**src/rtl/console_pkg.sv**
```systemverilog
// rtl/console_pkg.sv - shared types and constants for the console I/O blocks
//
// Purpose: state type, SC bit positions and serial clock divider defaults
// used by serial_port and its helpers. No ports.
package console_pkg;

  typedef enum logic [1:0] {
    IDLE = 2'd0,
    LOW  = 2'd1,
    HIGH = 2'd2
  } serial_state_t;

  localparam int SC_START = 7;
  localparam int SC_FAST  = 1;
  localparam int SC_SRC   = 0;

  // System clocks per serial-clock half period.
  localparam int SERIAL_HALF_SLOW = 256;
  localparam int SERIAL_HALF_FAST = 8;

endpackage

```
**src/rtl/sync_edge.sv**
```systemverilog
// rtl/sync_edge.sv - two-flop synchronizer with rise/fall pulse outputs
//
// Purpose: bring an asynchronous pin into the clk domain and flag its edges.
// Ports:
//   clk       in   system clock
//   n_reset   in   asynchronous active-low reset
//   async_in  in   asynchronous input pin
//   level     out  synchronized level (two flops of latency)
//   rise      out  one-cycle pulse, synchronized level went 0 -> 1
//   fall      out  one-cycle pulse, synchronized level went 1 -> 0
module sync_edge #(
  parameter logic RESET_LEVEL = 1'b1
) (
  input  logic clk,
  input  logic n_reset,
  input  logic async_in,
  output logic level,
  output logic rise,
  output logic fall
);

  // pipe[0], pipe[1]: synchronizer; pipe[2]: previous synchronized level.
  logic [2:0] pipe;

  always_ff @(posedge clk or negedge n_reset) begin
    if (!n_reset) begin
      pipe <= {3{RESET_LEVEL}};
    end else begin
      pipe <= {pipe[1:0], async_in};
    end
  end

  assign level = pipe[1];
  assign rise  = pipe[1] & ~pipe[2];
  assign fall  = ~pipe[1] & pipe[2];

endmodule

```
**src/rtl/serial_port.sv**
```systemverilog
// rtl/serial_port.sv - link-port responder holding SB/SC and shifting 8 bits
//
// Purpose: SB (shift register) and SC (start/fast/src) registers, serial
// clock generation or external clock following, one-cycle irq at the end.
// Ports:
//   clk, n_reset         system clock, asynchronous active-low reset
//   target, reg_select   register access strobe, 0 = SB / 1 = SC
//   write, wdata         write enable and data
//   rdata                combinational read data of the selected register
//   cgb_mode             enables the SC fast bit
//   sclk_in, sin         external serial clock and data (asynchronous)
//   sclk_out, sclk_oe    internal serial clock (idle high) and its enable
//   sout                 serial data out (idle high)
//   irq                  one-cycle transfer-complete request
module serial_port
  import console_pkg::*;
#(
  parameter int HALF_SLOW = SERIAL_HALF_SLOW,
  parameter int HALF_FAST = SERIAL_HALF_FAST
) (
  input  logic       clk,
  input  logic       n_reset,
  input  logic       target,
  input  logic       reg_select,
  input  logic       write,
  input  logic [7:0] wdata,
  output logic [7:0] rdata,
  input  logic       cgb_mode,
  input  logic       sclk_in,
  input  logic       sin,
  output logic       sclk_out,
  output logic       sclk_oe,
  output logic       sout,
  output logic       irq
);

  localparam logic [8:0] SLOW_LAST = 9'(HALF_SLOW - 1);
  localparam logic [8:0] FAST_LAST = 9'(HALF_FAST - 1);

  serial_state_t state;
  logic [7:0]    sb;
  logic          sc_start, sc_fast, sc_src;
  logic [3:0]    bit_cnt;
  logic [8:0]    div;
  // Source and speed actually in use; SC changes are picked up at reloads.
  logic          cur_src, cur_fast;
  logic          fast_eff;

  logic sclk_level_unused, sclk_rise, sclk_fall;
  logic sin_sync, sin_rise_unused, sin_fall_unused;
  logic term, reload, do_rise, do_fall, done;

  sync_edge u_sclk_sync (
    .clk      (clk),
    .n_reset  (n_reset),
    .async_in (sclk_in),
    .level    (sclk_level_unused),
    .rise     (sclk_rise),
    .fall     (sclk_fall)
  );

  sync_edge u_sin_sync (
    .clk      (clk),
    .n_reset  (n_reset),
    .async_in (sin),
    .level    (sin_sync),
    .rise     (sin_rise_unused),
    .fall     (sin_fall_unused)
  );

  assign fast_eff = sc_fast & cgb_mode;
  assign sclk_out = (state != LOW);
  assign sclk_oe  = sc_src;

  always_comb begin
    if (reg_select) begin
      rdata = cgb_mode ? {sc_start, 5'b11111, fast_eff, sc_src}
                       : {sc_start, 6'b111111, sc_src};
    end else begin
      rdata = sb;
    end
  end

  always_comb begin
    term    = 1'b0;
    reload  = 1'b0;
    do_rise = 1'b0;
    do_fall = 1'b0;
    done    = 1'b0;
    if (state != IDLE) begin
      if (cur_src) begin
        term   = (div == (cur_fast ? FAST_LAST : SLOW_LAST));
        reload = term;
        if (term) begin
          if (state == LOW) begin
            do_rise = 1'b1;
          end else if (bit_cnt == 4'd8) begin
            // The last high half period closes the transfer.
            done = 1'b1;
          end else begin
            do_fall = 1'b1;
          end
        end
      end else begin
        // The partner owns the clock: its 8th rising edge ends the transfer.
        reload  = sclk_rise | sclk_fall;
        do_rise = sclk_rise && (state == LOW);
        do_fall = sclk_fall;
        done    = do_rise && (bit_cnt == 4'd7);
      end
    end
  end

  always_ff @(posedge clk or negedge n_reset) begin
    if (!n_reset) begin
      state    <= IDLE;
      sb       <= 8'h00;
      sc_start <= 1'b0;
      sc_fast  <= 1'b0;
      sc_src   <= 1'b0;
      bit_cnt  <= 4'd0;
      div      <= 9'd0;
      cur_src  <= 1'b0;
      cur_fast <= 1'b0;
      sout     <= 1'b1;
      irq      <= 1'b0;
    end else begin
      irq <= 1'b0;
      if (state != IDLE && cur_src) begin
        div <= term ? 9'd0 : div + 9'd1;
      end
      if (reload) begin
        cur_src  <= sc_src;
        cur_fast <= fast_eff;
      end
      if (do_rise) begin
        sb      <= {sb[6:0], sin_sync};
        bit_cnt <= bit_cnt + 4'd1;
        state   <= HIGH;
      end
      if (do_fall) begin
        sout  <= sb[7];
        state <= LOW;
      end
      if (done) begin
        sc_start <= 1'b0;
        state    <= IDLE;
        irq      <= 1'b1;
      end
      // CPU writes come last so they win over the shifter in the same cycle.
      if (target && write) begin
        if (!reg_select) begin
          sb <= wdata;
        end else begin
          sc_start <= wdata[SC_START];
          sc_fast  <= wdata[SC_FAST] & cgb_mode;
          sc_src   <= wdata[SC_SRC];
          irq      <= 1'b0;
          if (wdata[SC_START]) begin
            // The start write acts as the first falling edge.
            state    <= LOW;
            bit_cnt  <= 4'd0;
            div      <= 9'd0;
            sout     <= sb[7];
            cur_src  <= wdata[SC_SRC];
            cur_fast <= wdata[SC_FAST] & cgb_mode;
          end else begin
            state <= IDLE;
          end
        end
      end
    end
  end

endmodule

```
**config.mk**
```make
export PLATFORM = sky130hd
export DESIGN_NAME = serial_port
export DESIGN_NICKNAME = d
export VERILOG_FILES = /design/src/rtl/console_pkg.sv /design/src/rtl/sync_edge.sv /design/src/rtl/serial_port.sv
export SDC_FILE = /design/constraint.sdc
export NUM_CORES = 1
export LEC_CHECK = 0
export ABC_AREA = 1
export CORE_MARGIN = 2
export CORE_UTILIZATION = 35
export CTS_CLUSTER_DIAMETER = 100
export CTS_CLUSTER_SIZE = 30
export DETAILED_ROUTE_END_ITERATION = 8
export HOLD_SLACK_MARGIN = 0.06
export PLACE_DENSITY_LB_ADDON = 0.15
export SLEW_MARGIN = 20
export SYNTH_ARGS = -nofsm -noshare
export SYNTH_HDL_FRONTEND = slang
export SYNTH_SLANG_ARGS = --single-unit
```
**constraint.sdc**
```tcl
create_clock -name clk -period 1.7 [get_ports clk]
set_clock_uncertainty 0.05 [all_clocks]
set_input_delay 0.17 -clock clk [delete_from_list [all_inputs] [get_ports clk]]
set_output_delay 0.17 -clock clk [all_outputs]
set_load 0.05 [all_outputs]
```
== Word level (Yosys, flattened, before mapping) ==
Cells that the tools add are included.

* Register bits after elaboration: 35
* Latch bits: 0
* RAM bits: 0
* Memory bits (read-only): 0
* Input port bits: 16
* Output and inout port bits: 12
* Word-level logic and storage cells: 90
* Memories: 0

* $add $sub $neg: 2
* Multipliers: 0
* Div/mod/pow operators: 0
* Order comparisons: 0
* Equal/unequal tests: 5
* Shifts and indexed selects: 0
* Mux-type cells: 57
* Bitwise operators: 7
* Reduce and logical (&&, ||, !) cells: 6

{| class="wikitable"
|+ Operators by type and width
! cell !! number
|-
| two-way mux 9 bit || 5
|-
| two-way mux 8 bit || 5
|-
| two-way mux 1 bit || 37
|-
| two-way mux 4 bit || 4
|-
| two-way mux 2 bit || 6
|-
| adder 9 x 1 -> 9 bit, second input constant || 1
|-
| == test 9 x 8 -> 1 bit || 1
|-
| adder 4 x 1 -> 4 bit, second input constant || 1
|-
| AND 1 bit || 4
|-
| == test 4 x 3 -> 1 bit, second input constant || 1
|-
| == test 4 bit, second input constant || 1
|-
| logical AND 1 bit || 4
|-
| == test 2 x 1 -> 1 bit, second input constant || 1
|-
| inequality test 2 x 1 -> 1 bit, second input constant || 1
|-
| NOT 1 bit || 2
|-
| AND reduction 2 bit || 1
|-
| nonzero test 2 bit || 1
|-
| bitwise OR 1 bit || 1
|}

== Longest topological paths before layout ==
Gate-level depths: netlist of the first run.

* Depth after elaboration: 10
* Gate-level depth with buffers: 11
* Gate-level depth less buffers: 11

== Modules after synthesis ==
From an unflattened synthesis of the first run, not the netlist that was laid out.

* Cells, all modules: 253
* Area total of the unflattened synthesis: 1983.2 µm²

{| class="wikitable"
|+ Modules (own cells, without submodules)
! module !! times used !! cells each !! area each (µm²) !! sequential area each (µm²)
|-
| serial_port || 1 || 239 || 1795.5 || 752.0
|-
| sync_edge || 2 || 7 || 93.8 || 78.8
|}

== Least setup slack after synthesis of the first run ==
Ideal clock, no wire load.

* Path kind: register to register
* Start: reg state[1]
* End: reg sb[0]
* Library setup time: 0.118 ns
* Arrival time: 1.501 ns
* Required time: 1.532 ns
* Setup slack: 0.031 ns
* Stages on the path, launching flop included: 8
* Path buffers: 1
* Period minus slack after synthesis: 1.669 ns
* Path through: dfrtp_1 -> inv_1 -> nand2_1 -> nor2_1 -> buf_2 -> nand3b_1 -> nand3_1 -> nand2_1

* Word-level cells in the longest chain between the ends: 8

{| class="wikitable"
|+ RTL lines
! element !! line !! source
|-
| start: declaration || serial_port.sv:40 || <nowiki>serial_state_t state;</nowiki>
|-
| start signal: assignment || serial_port.sv:116 || <nowiki>state <= IDLE;</nowiki>
|-
| start signal: assignment || serial_port.sv:139 || <nowiki>state <= HIGH;</nowiki>
|-
| start signal: assignment || serial_port.sv:143 || <nowiki>state <= LOW;</nowiki>
|-
| == test 2 x 1 -> 1 bit || serial_port.sv:95, serial_port.sv:107 ||
|-
| two-way mux 1 bit || serial_port.sv:95 || <nowiki>if (state == LOW) begin</nowiki>
|-
| two-way mux 1 bit || serial_port.sv:94 || <nowiki>if (term) begin</nowiki>
|-
| two-way mux 1 bit || serial_port.sv:91 || <nowiki>if (cur_src) begin</nowiki>
|-
| two-way mux 1 bit * || serial_port.sv:90 || <nowiki>if (state != IDLE) begin</nowiki>
|-
| two-way mux 8 bit * || serial_port.sv:136 || <nowiki>if (do_rise) begin</nowiki>
|-
| two-way mux 8 bit || serial_port.sv:152 || <nowiki>if (!reg_select) begin</nowiki>
|-
| two-way mux 8 bit * || serial_port.sv:151 || <nowiki>if (target && write) begin</nowiki>
|-
| end signal: assignment || serial_port.sv:137 || <nowiki>sb <= {sb[6:0], sin_sync};</nowiki>
|-
| end signal: assignment || serial_port.sv:153 || <nowiki>sb <= wdata;</nowiki>
|-
| end: declaration || serial_port.sv:41 || <nowiki>logic [7:0] sb;</nowiki>
|}

Mark *: on every way between the ends. The rest lies on a longest branch, timed or not.
A chain may end at the register's enable or synchronous reset.

== Final worst setup path of the first run ==
* Start: reg div[3]
* End: reg bit_cnt[1]

* Word-level cells in the longest chain between the ends: 8

{| class="wikitable"
|+ RTL lines
! element !! line !! source
|-
| start: declaration || serial_port.sv:44 || <nowiki>logic [8:0] div;</nowiki>
|-
| start signal: assignment || serial_port.sv:130 || <nowiki>div <= term ? 9'd0 : div + 9'd1;</nowiki>
|-
| == test 9 x 8 -> 1 bit * || serial_port.sv:92 || <nowiki>term = (div == (cur_fast ? FAST_LAST : SLOW_LAST));</nowiki>
|-
| two-way mux 1 bit * || serial_port.sv:94 ||
|-
| two-way mux 1 bit * || serial_port.sv:91 ||
|-
| two-way mux 1 bit * || serial_port.sv:90 ||
|-
| two-way mux 4 bit * || serial_port.sv:136 ||
|-
| two-way mux 4 bit || serial_port.sv:159 || <nowiki>if (wdata[SC_START]) begin</nowiki>
|-
| two-way mux 4 bit || serial_port.sv:152 ||
|-
| two-way mux 4 bit * || serial_port.sv:151 ||
|-
| end signal: assignment || serial_port.sv:138 || <nowiki>bit_cnt <= bit_cnt + 4'd1;</nowiki>
|-
| end: declaration || serial_port.sv:43 || <nowiki>logic [3:0] bit_cnt;</nowiki>
|}

Marks and branches as above.

==> results.yml, run 1 <==
sta:
  rsz0062_at_grt: "false"
  setup_viol: 0
  whs_ns: 0.229
  maxSlewViolCount: 0
  hold_viol_final: 0
  setup_ws_ns: 0.120
  worst_slew_pin_slew_ns: 0.455
  setup_tns_ns: 0
  fin_crit_sh_pct: 92.9
  layout_min_cycle_time_ns: 1.58
  max_freq_mhz: 633
  maxSlewHeadroom_pct: 69.7
final_layout:
  drive_gt1_share_pct: 19.7
  fin_nets: 310
  final_cell_mix: "nand2_1 (68), inv_1 (33), dfrtp_1 (29)"
  final_util_pct: 46.8
  fin_area_um2: 2550
  finalNonFillerCells: 362
  diodes: 0
  syn_to_final_growth_pct: 31.5
  final_common_cell: "nand2_1"
  fillers: 541
placed_design:
  preCtsSetupSlack_ns: 0.0662
  post-place-cells: 353
  hpwlAfterDp_um: 3280
  io_buffers: 27
  globalplace.congestion: 0.788
  dpl-instance-area_um2: 2410
power_and_ir_drop:
  vdd_drop_max_mv: 0.712
  total_power_mw: 3.95
  cellLeakagePower_nw: 1.32
  power_density_nw_per_um2: 1550
floorplanning:
  fp.dieArea_um2: 6140
  die_w_um: 78.4
  ioPinCount: 28
  die_h_um: 78.4
  row_count: 27
  core_area_um2: 5440
  start_util_pct: 35.6
cts:
  insertion_delay_ns: 0.29
  clock_path_buffers: 2
  numClockSinks: 35
  cts_tree: "yes"
  cts_setup_buffers: 0
  cts_buffers: 5
  cts_root_buf: "clkbuf_8"
  path_clk_slew_ns: 0.08
  cts-htree-levels: 2
yosys:
  syn-instance-count: 249
  synth_area_um2: 1940
  synth.distinct_cells: 26
  syn_avg_cell_area_um2: 7.78
  ys_seq_area_share_pct: 45.6
  synth_seq_cells: 35
  yosys_warnings: 0
  synth_nets: 270
grt:
  grt_remaining_overflow: 0
  grt_usage_pct: 15.8
  grt_max_degree: 36
  grt_pass1_wl_um: 7600
  antenna_found_initial: 0
  grt_pass1_vias: 1672
critical_path:
  path_max_fanout: 15
  r2r_cells: 8
  cp.required_ns: 1.83
  worst_setup_path_start_kind: "flop"
  critPathKind: "reg2reg"
  cp-end-kind: "flop"
  cp.arrival_ns: 1.71
run_status:
  status: "complete, no violations"
detailed_routing:
  wire_per_inst_um: 12.2
  drtIter0Drc: 52
  antenna_left: 0
  drc: 0
  drtPass1Iterations: 4
  vias: 1649
  drt_wl_total_um: 4420
  via_per_inst: 4.56
min_path:
  hp-class: "in2reg"
  hold_depth: 1
run:
  maxCapViolations: 0
cell usage after synthesis, drive strengths merged:
cell	count	area, um2
a211oi	2	15.0
a21oi	7	35.0
a31oi	1	6.26
buf	4	32.5
clkinv	1	3.75
dfrtp	29	726
dfstp	6	158
ha	5	62.6
inv	36	135
nand2	76	325
nand3	28	145
nand3b	3	22.5
nand4	3	18.8
nor2	30	130
nor3	3	20.0
o21ai	8	40.0
xnor2	3	26.3
xor2	4	35.0
worst paths after layout:
path | start | endpoint | slack (ns)
setup / recovery | div[3]$_DFF_PN0_ | bit_cnt[1]$_DFF_PN0_ | 0.12
hold / removal | sin | u_sin_sync.pipe[0]$_DFF_PN1_ | 0.23
setup reg to reg | div[3]$_DFF_PN0_ | bit_cnt[1]$_DFF_PN0_ | 0.12
hold reg to reg | u_sin_sync.pipe[0]$_DFF_PN1_ | u_sin_sync.pipe[1]$_DFF_PN1_ | 0.31
max in group asynchronous | n_reset | u_sclk_sync.pipe[0]$_DFF_PN1_ | 0.85
min in group asynchronous | n_reset | div[5]$_DFF_PN0_ | 0.39
layer usage:
metal	up-vias	wire length, um	GRT usage (%)
met5	-	0	0
met4	0	61	5.26
met3	7	106	3.45
met2	17	2110	26.2
met1	764	2150	20.5
li1	861	-	-
cell families after synthesis:
| group | after synthesis | share of synthesized area, % |
|---|---|---|
| AOI/OAI and AO/OA | 18 | 4.97 |
| xor gates and xnor gates | 7 | 3.17 |
| adders and majority gates | 5 | 3.23 |
| buffers and inverters | 41 | 8.85 |
| DFF | 35 | 45.6 |
| and+or+nand+nor | 143 | 34.2 |
sequential cells by signal, indices dropped and copies added (netlist names), 2 cells and up:
signal	count
state	2
bit_cnt	4
u_sclk_sync.pipe	3
div	9
u_sin_sync.pipe	2
sb	8
power by group:
group          switching, mW  internal (mW)
logic                   1.11          0.720
registers              0.217           1.10
clock network          0.322          0.475
total                   1.65           2.30
critical path: stages, from the launching register on:
cell     delay [ns]
dfrtp_1        0.46
nor2_1         0.13
nand3_1        0.13
nand2_4        0.14
nand2_4        0.07
nand2_4        0.11
nand2_4        0.14
o21ai_0        0.18
nor2_1         0.06
repair_timing:
action / in CTS / in global routing
hold buffers: 1 / 0
gates resized for setup: 0 / 4
endpoints found under the hold margin: 29 / 0
setup endpoints to repair: 0 / 21
area by class of cell:
| type | instances | area (um2) | area share, % |
|---|---|---|---|
| Inverter | 37 | 139 | 5.45 |
| Clock inverter | 2 | 35.0 | 1.38 |
| Tap cell | 72 | 90.1 | 3.54 |
| Multi-Input combinational cell | 173 | 891 | 35.0 |
| Clock buffer | 6 | 82.6 | 3.24 |
| Sequential cell | 35 | 883 | 34.7 |
| Timing Repair Buffer | 37 | 425 | 16.7 |
(Power assumes the default switching activity.)
==> run 2, diff against run 1 <==
--- a/config.mk
+++ b/config.mk
@@ -6,12 +6,13 @@
 export NUM_CORES = 1
 export LEC_CHECK = 0
 export ABC_AREA = 1
-export CORE_MARGIN = 2
+export CORE_MARGIN = 5
 export CORE_UTILIZATION = 35
 export CTS_CLUSTER_DIAMETER = 100
 export CTS_CLUSTER_SIZE = 30
 export DETAILED_ROUTE_END_ITERATION = 8
 export HOLD_SLACK_MARGIN = 0.06
+export MAX_ROUTING_LAYER = met4
 export PLACE_DENSITY_LB_ADDON = 0.15
 export SLEW_MARGIN = 20
 export SYNTH_ARGS = -nofsm -noshare
==> results.yml, run 2 (same netlist as run 1, synthesis figures left out) <==
run_status:
  status: "complete, no violations"
power_and_ir_drop:
  pwr-share-comb_pct: 45.3
  cellLeakagePower_nw: 1.31
  power.switching_mw: 1.67
  intPower_mw: 2.40
  p_sw_share_pct: 41.1
  p_seq_share_pct: 32.4
  power_density_nw_per_um2: 1580
  clkPwrFrac_pct: 22.3
  total_power_mw: 4.07
  vdd_drop_max_mv: 0.642
detailed_routing:
  antenna_left: 0
  drtPass1Iterations: 4
  drt_wl_total_um: 4470
  via_per_inst: 4.51
  vias: 1631
  drtIter0Drc: 83
  drc: 0
  wire_per_inst_um: 12.3
floorplanning:
  start_util_pct: 35.6
  core_area_um2: 5440
  die_h_um: 84.4
  row_count: 27
  ioPinCount: 28
  fp.dieArea_um2: 7120
  die_w_um: 84.4
placed_design:
  io_buffers: 27
  hpwlAfterDp_um: 3360
  globalplace.congestion: 0.826
  dpl-instance-area_um2: 2400
cts:
  numClockSinks: 35
  cts-htree-levels: 2
  cts_setup_buffers: 0
  path_clk_slew_ns: 0.08
  cts_root_buf: "clkbuf_8"
  cts_tree: "yes"
  insertion_delay_ns: 0.30
  cts_buffers: 5
  clock_path_buffers: 2
sta:
  setup_viol: 0
  layout_min_cycle_time_ns: 1.64
  hold_viol_final: 0
  setup_tns_ns: 0
  maxSlewViolCount: 0
  worst_slew_pin_slew_ns: 0.453
  max_freq_mhz: 611
  fin_crit_sh_pct: 96.3
  maxSlewHeadroom_pct: 69.8
  rsz0062_at_grt: "false"
grt:
  grt_usage_pct: 14.1
  antenna_found_initial: 0
  grt_remaining_overflow: 0
  grt_pass1_wl_um: 7860
  grt_pass1_vias: 1734
  grt_max_degree: 36
run:
  maxCapViolations: 0
min_path:
  hp-class: "in2reg"
final_layout:
  reg_top3: "div x9, sb x8, bit_cnt x4"
  top_register: "div"
  drive_gt1_share_pct: 20.3
  final_common_cell: "nand2_1"
  largest_reg_flops: 9
  final_cell_mix: "nand2_1 (67), inv_1 (33), dfrtp_1 (28)"
  fin_area_um2: 2580
  diodes: 0
  fin_nets: 310
  syn_to_final_growth_pct: 33.1
critical_path:
  cp-end-kind: "flop"
  critPathKind: "reg2reg"
  path_max_fanout: 10
  worst_setup_path_start_kind: "flop"
  cp.required_ns: 1.83
  cp.arrival_ns: 1.77
run 2: layout make-up:
class	instances	area, um2
clock inverter	3	67.6
sequential	35	885
tap	72	90.1
multi-input combinational	173	916
clock buffer	5	68.8
fill	551	2860
timing repair buffer	37	413
inverter	37	139
run 2: path summary, 6_finish.rpt:
| kind | cells past startpoint | slack [ns] | to | startpoint |
|---|---|---|---|---|
| min in group asynchronous | 3 | 0.39 | sc_start$_DFF_PN0_ | n_reset |
| max reg2reg | 7 | 0.06 | sb[1]$_DFF_PN0_ | u_sclk_sync.pipe[1]$_DFF_PN1_ |
| min | 1 | 0.22 | u_sin_sync.pipe[0]$_DFF_PN1_ | sin |
| min reg2reg | 0 | 0.31 | u_sin_sync.pipe[1]$_DFF_PN1_ | u_sin_sync.pipe[0]$_DFF_PN1_ |
| max | 7 | 0.06 | sb[1]$_DFF_PN0_ | u_sclk_sync.pipe[1]$_DFF_PN1_ |
| max in group asynchronous | 3 | 0.86 | u_sclk_sync.pipe[0]$_DFF_PN1_ | n_reset |
run 2: power by group through the flow:
stage	sequential (mW)	clock, mW	combinational, mW
after floorplan	1.33	0	1.20
after global placement	1.31	0	1.79
after detailed placement	1.32	0	1.81
after CTS	1.31	0.932	1.82
after global routing	1.36	0.974	2.06
final	1.32	0.908	1.85
run 2: metal layers:
metal	share of wire (%)	track usage [%]	up-vias
met5	0	-	-
met4	1.5	6.04	0
met3	2.6	2.65	7
met2	49	22.7	18
met1	47	17.4	748
li1	-	-	858
run 2: critical path, cell delays in order (launching register included):
cell and delay, ns:
dfstp_2 0.55, ha_1 0.17, nor2_1 0.06, nor2_2 0.25
buf_4 0.22, nand3_1 0.09, nand3_1 0.09, nand2_1 0.05
run 2: repair_timing:
action                                  in CTS  in global routing
hold buffers                                 1                  0
gates cloned                                 0                  0
gates resized for setup                      1                  8
endpoints found under the setup margin       3                  7
endpoints found under the hold margin       29                  0
run 2: through the flow:
stage	hold slack, ns	instances	worst slack (ns)	utilization, %
6_report	0.220	362	0.0632	47.4
5_1_grt	0.200	362	0.000833	47.4
4_1_cts	0.215	362	0.0651	46.8
3_5_place_dp	0.191	353	0.00749	44.1
3_3_place_gp	0.188	353	0.0537	44.1
2_1_floorplan	-0.176	249	0.0309	-
==> run 3, diff against run 2 <==
--- a/config.mk
+++ b/config.mk
@@ -6,7 +6,7 @@
 export NUM_CORES = 1
 export LEC_CHECK = 0
 export ABC_AREA = 1
-export CORE_MARGIN = 5
+export CORE_MARGIN = 4
 export CORE_UTILIZATION = 35
 export CTS_CLUSTER_DIAMETER = 100
 export CTS_CLUSTER_SIZE = 30
==> results.yml, run 3 (same netlist as run 1, synthesis figures left out) <==
critical_path:
  r2r_start: "u_sclk_sync.pipe[1]$_DFF_PN1_"
  cp_slowest_cell: "clkdlybuf4s50_1"
  cp.required_ns: 1.48
  cp_num_buf_inv: 1
  crit_path_cell_trace: "clkdlybuf4s50_1"
  critPathTopFamily: "buffers and inverters"
  crit_start: "irq$_DFF_PN0_"
  worst_path_largest_cell_delay_ns: 0.79
  critPathKind: "reg2out"
  cp-end-kind: "output port"
  worst_setup_path_start_kind: "flop"
  path_max_fanout: 1
  cp.arrival_ns: 1.41
final_layout:
  diodes: 0
  fillers: 516
  multi_input_area_um2: 918
  fin_nets: 312
  top_register: "div"
  area.sequential_um2: 885
  final_cell_mix: "nand2_1 (68), inv_1 (33), dfrtp_1 (28)"
  final_common_cell: "nand2_1"
  drive_gt1_share_pct: 20.5
  syn_to_final_growth_pct: 32.6
  largest_reg_flops: 9
  reg_top3: "div x9, sb x8, bit_cnt x4"
power_and_ir_drop:
  power_density_nw_per_um2: 1510
  power.switching_mw: 1.66
  vdd_drop_max_mv: 0.591
  pwr-share-comb_pct: 49.8
  p_sw_share_pct: 42.8
  cellLeakagePower_nw: 1.31
  clkPwrFrac_pct: 16.2
  p_seq_share_pct: 34.0
  intPower_mw: 2.21
floorplanning:
  die_w_um: 82.4
  fp.dieArea_um2: 6790
  core_area_um2: 5240
  ioPinCount: 28
  row_count: 26
  die_h_um: 82.4
  start_util_pct: 37.0
detailed_routing:
  wire_per_inst_um: 11.9
  vias: 1654
  drtIter0Drc: 82
  drc: 0
  drt_wl_total_um: 4300
  antenna_left: 0
  via_per_inst: 4.57
  drtPass1Iterations: 4
min_path:
  min_from: "sclk_in"
  hp-class: "in2reg"
cts:
  path_clk_slew_ns: 0.07
  cts-htree-levels: 2
  cts_tree: "yes"
  numClockSinks: 35
  cts_buffers: 5
  cts_setup_buffers: 0
  insertion_delay_ns: 0.28
  clock_path_buffers: 2
  cts_root_buf: "clkbuf_8"
sta:
  fin_crit_sh_pct: 95.7
  hold_viol_final: 0
  whs_ns: 0.237
  setup_ws_ns: 0.0737
  setup_viol: 0
  worst_slew_pin_slew_ns: 0.491
  max_freq_mhz: 615
  maxSlewHeadroom_pct: 67.2
  layout_min_cycle_time_ns: 1.63
  maxSlewViolCount: 0
grt:
  grt_pass1_vias: 1662
  grt_max_degree: 36
  use_met2_pct: 23.0
  use_met3_pct: 3.58
  grt_util_met1_pct: 19.8
  grt_remaining_overflow: 0
  grt-busiest-layer: "met2"
  grt_usage_pct: 15.0
  grt_pass1_wl_um: 7560
  antenna_found_initial: 0
placed_design:
  io_buffers: 27
  preCtsSetupSlack_ns: 0.0806
  globalplace.congestion: 0.784
  hpwlAfterDp_um: 3260
run_status:
  status: "complete, no violations"
run:
  maxCapViolations: 0
-- run 3: layout make-up --
type	count	area share, %
sequential	35	34.5
tap	70	3.41
multi-input combinational	173	35.8
timing repair buffer	39	17.4
clock buffer	7	3.36
inverter	37	5.41
clock inverter	1	0.195
-- run 3: routing by layer --
layer | vias up | share of wire (%) | wire length [um]
met3 | 5 | 3.6 | 157
met4 | 0 | 1.0 | 43
met2 | 27 | 46 | 1980
li1 | 860 | - | -
met5 | - | 0 | 0
met1 | 762 | 49 | 2120
-- run 3: power by group through the flow --
stage | combinational [mW] | clock (mW) | sequential (mW)
floorplan | 1.20 | 0 | 1.33
global placement | 1.85 | 0 | 1.32
global route | 2.17 | 0.689 | 1.36
detailed placement | 1.88 | 0 | 1.32
finish | 1.93 | 0.625 | 1.32
CTS | 1.89 | 0.657 | 1.31
-- run 3: metrics by stage --
step           setup TNS [ns]  instance area (um2)  util, %  instances  total power [mW]
2_1_floorplan               0                 1940        -        249              2.53
3_3_place_gp                0                 2420     46.3        353              3.17
3_5_place_dp                0                 2420     46.3        353              3.20
4_1_cts                     0                 2530     48.2        362              3.85
5_1_grt              -0.00660                 2570     49.0        362              4.22
6_report                    0                 2570     49.0        362              3.87
-- run 3: worst paths after layout --
kind	slack (ns)	endpoint	cells after the start
setup / recovery	0.07	irq	1
hold / removal	0.24	u_sclk_sync.pipe[0]$_DFF_PN1_	1
setup reg to reg	0.11	sb[7]$_DFF_PN0_	8
hold reg to reg	0.31	u_sin_sync.pipe[1]$_DFF_PN1_	0
max in group asynchronous	0.83	u_sin_sync.pipe[0]$_DFF_PN1_	3
min in group asynchronous	0.41	div[6]$_DFF_PN0_	3
-- run 3: what timing repair did --
item | in CTS | in global routing
hold buffers | 1 | 0
endpoints found under the setup margin | 0 | 21
gates resized for setup | 0 | 12
hold endpoints to repair | 29 | 0
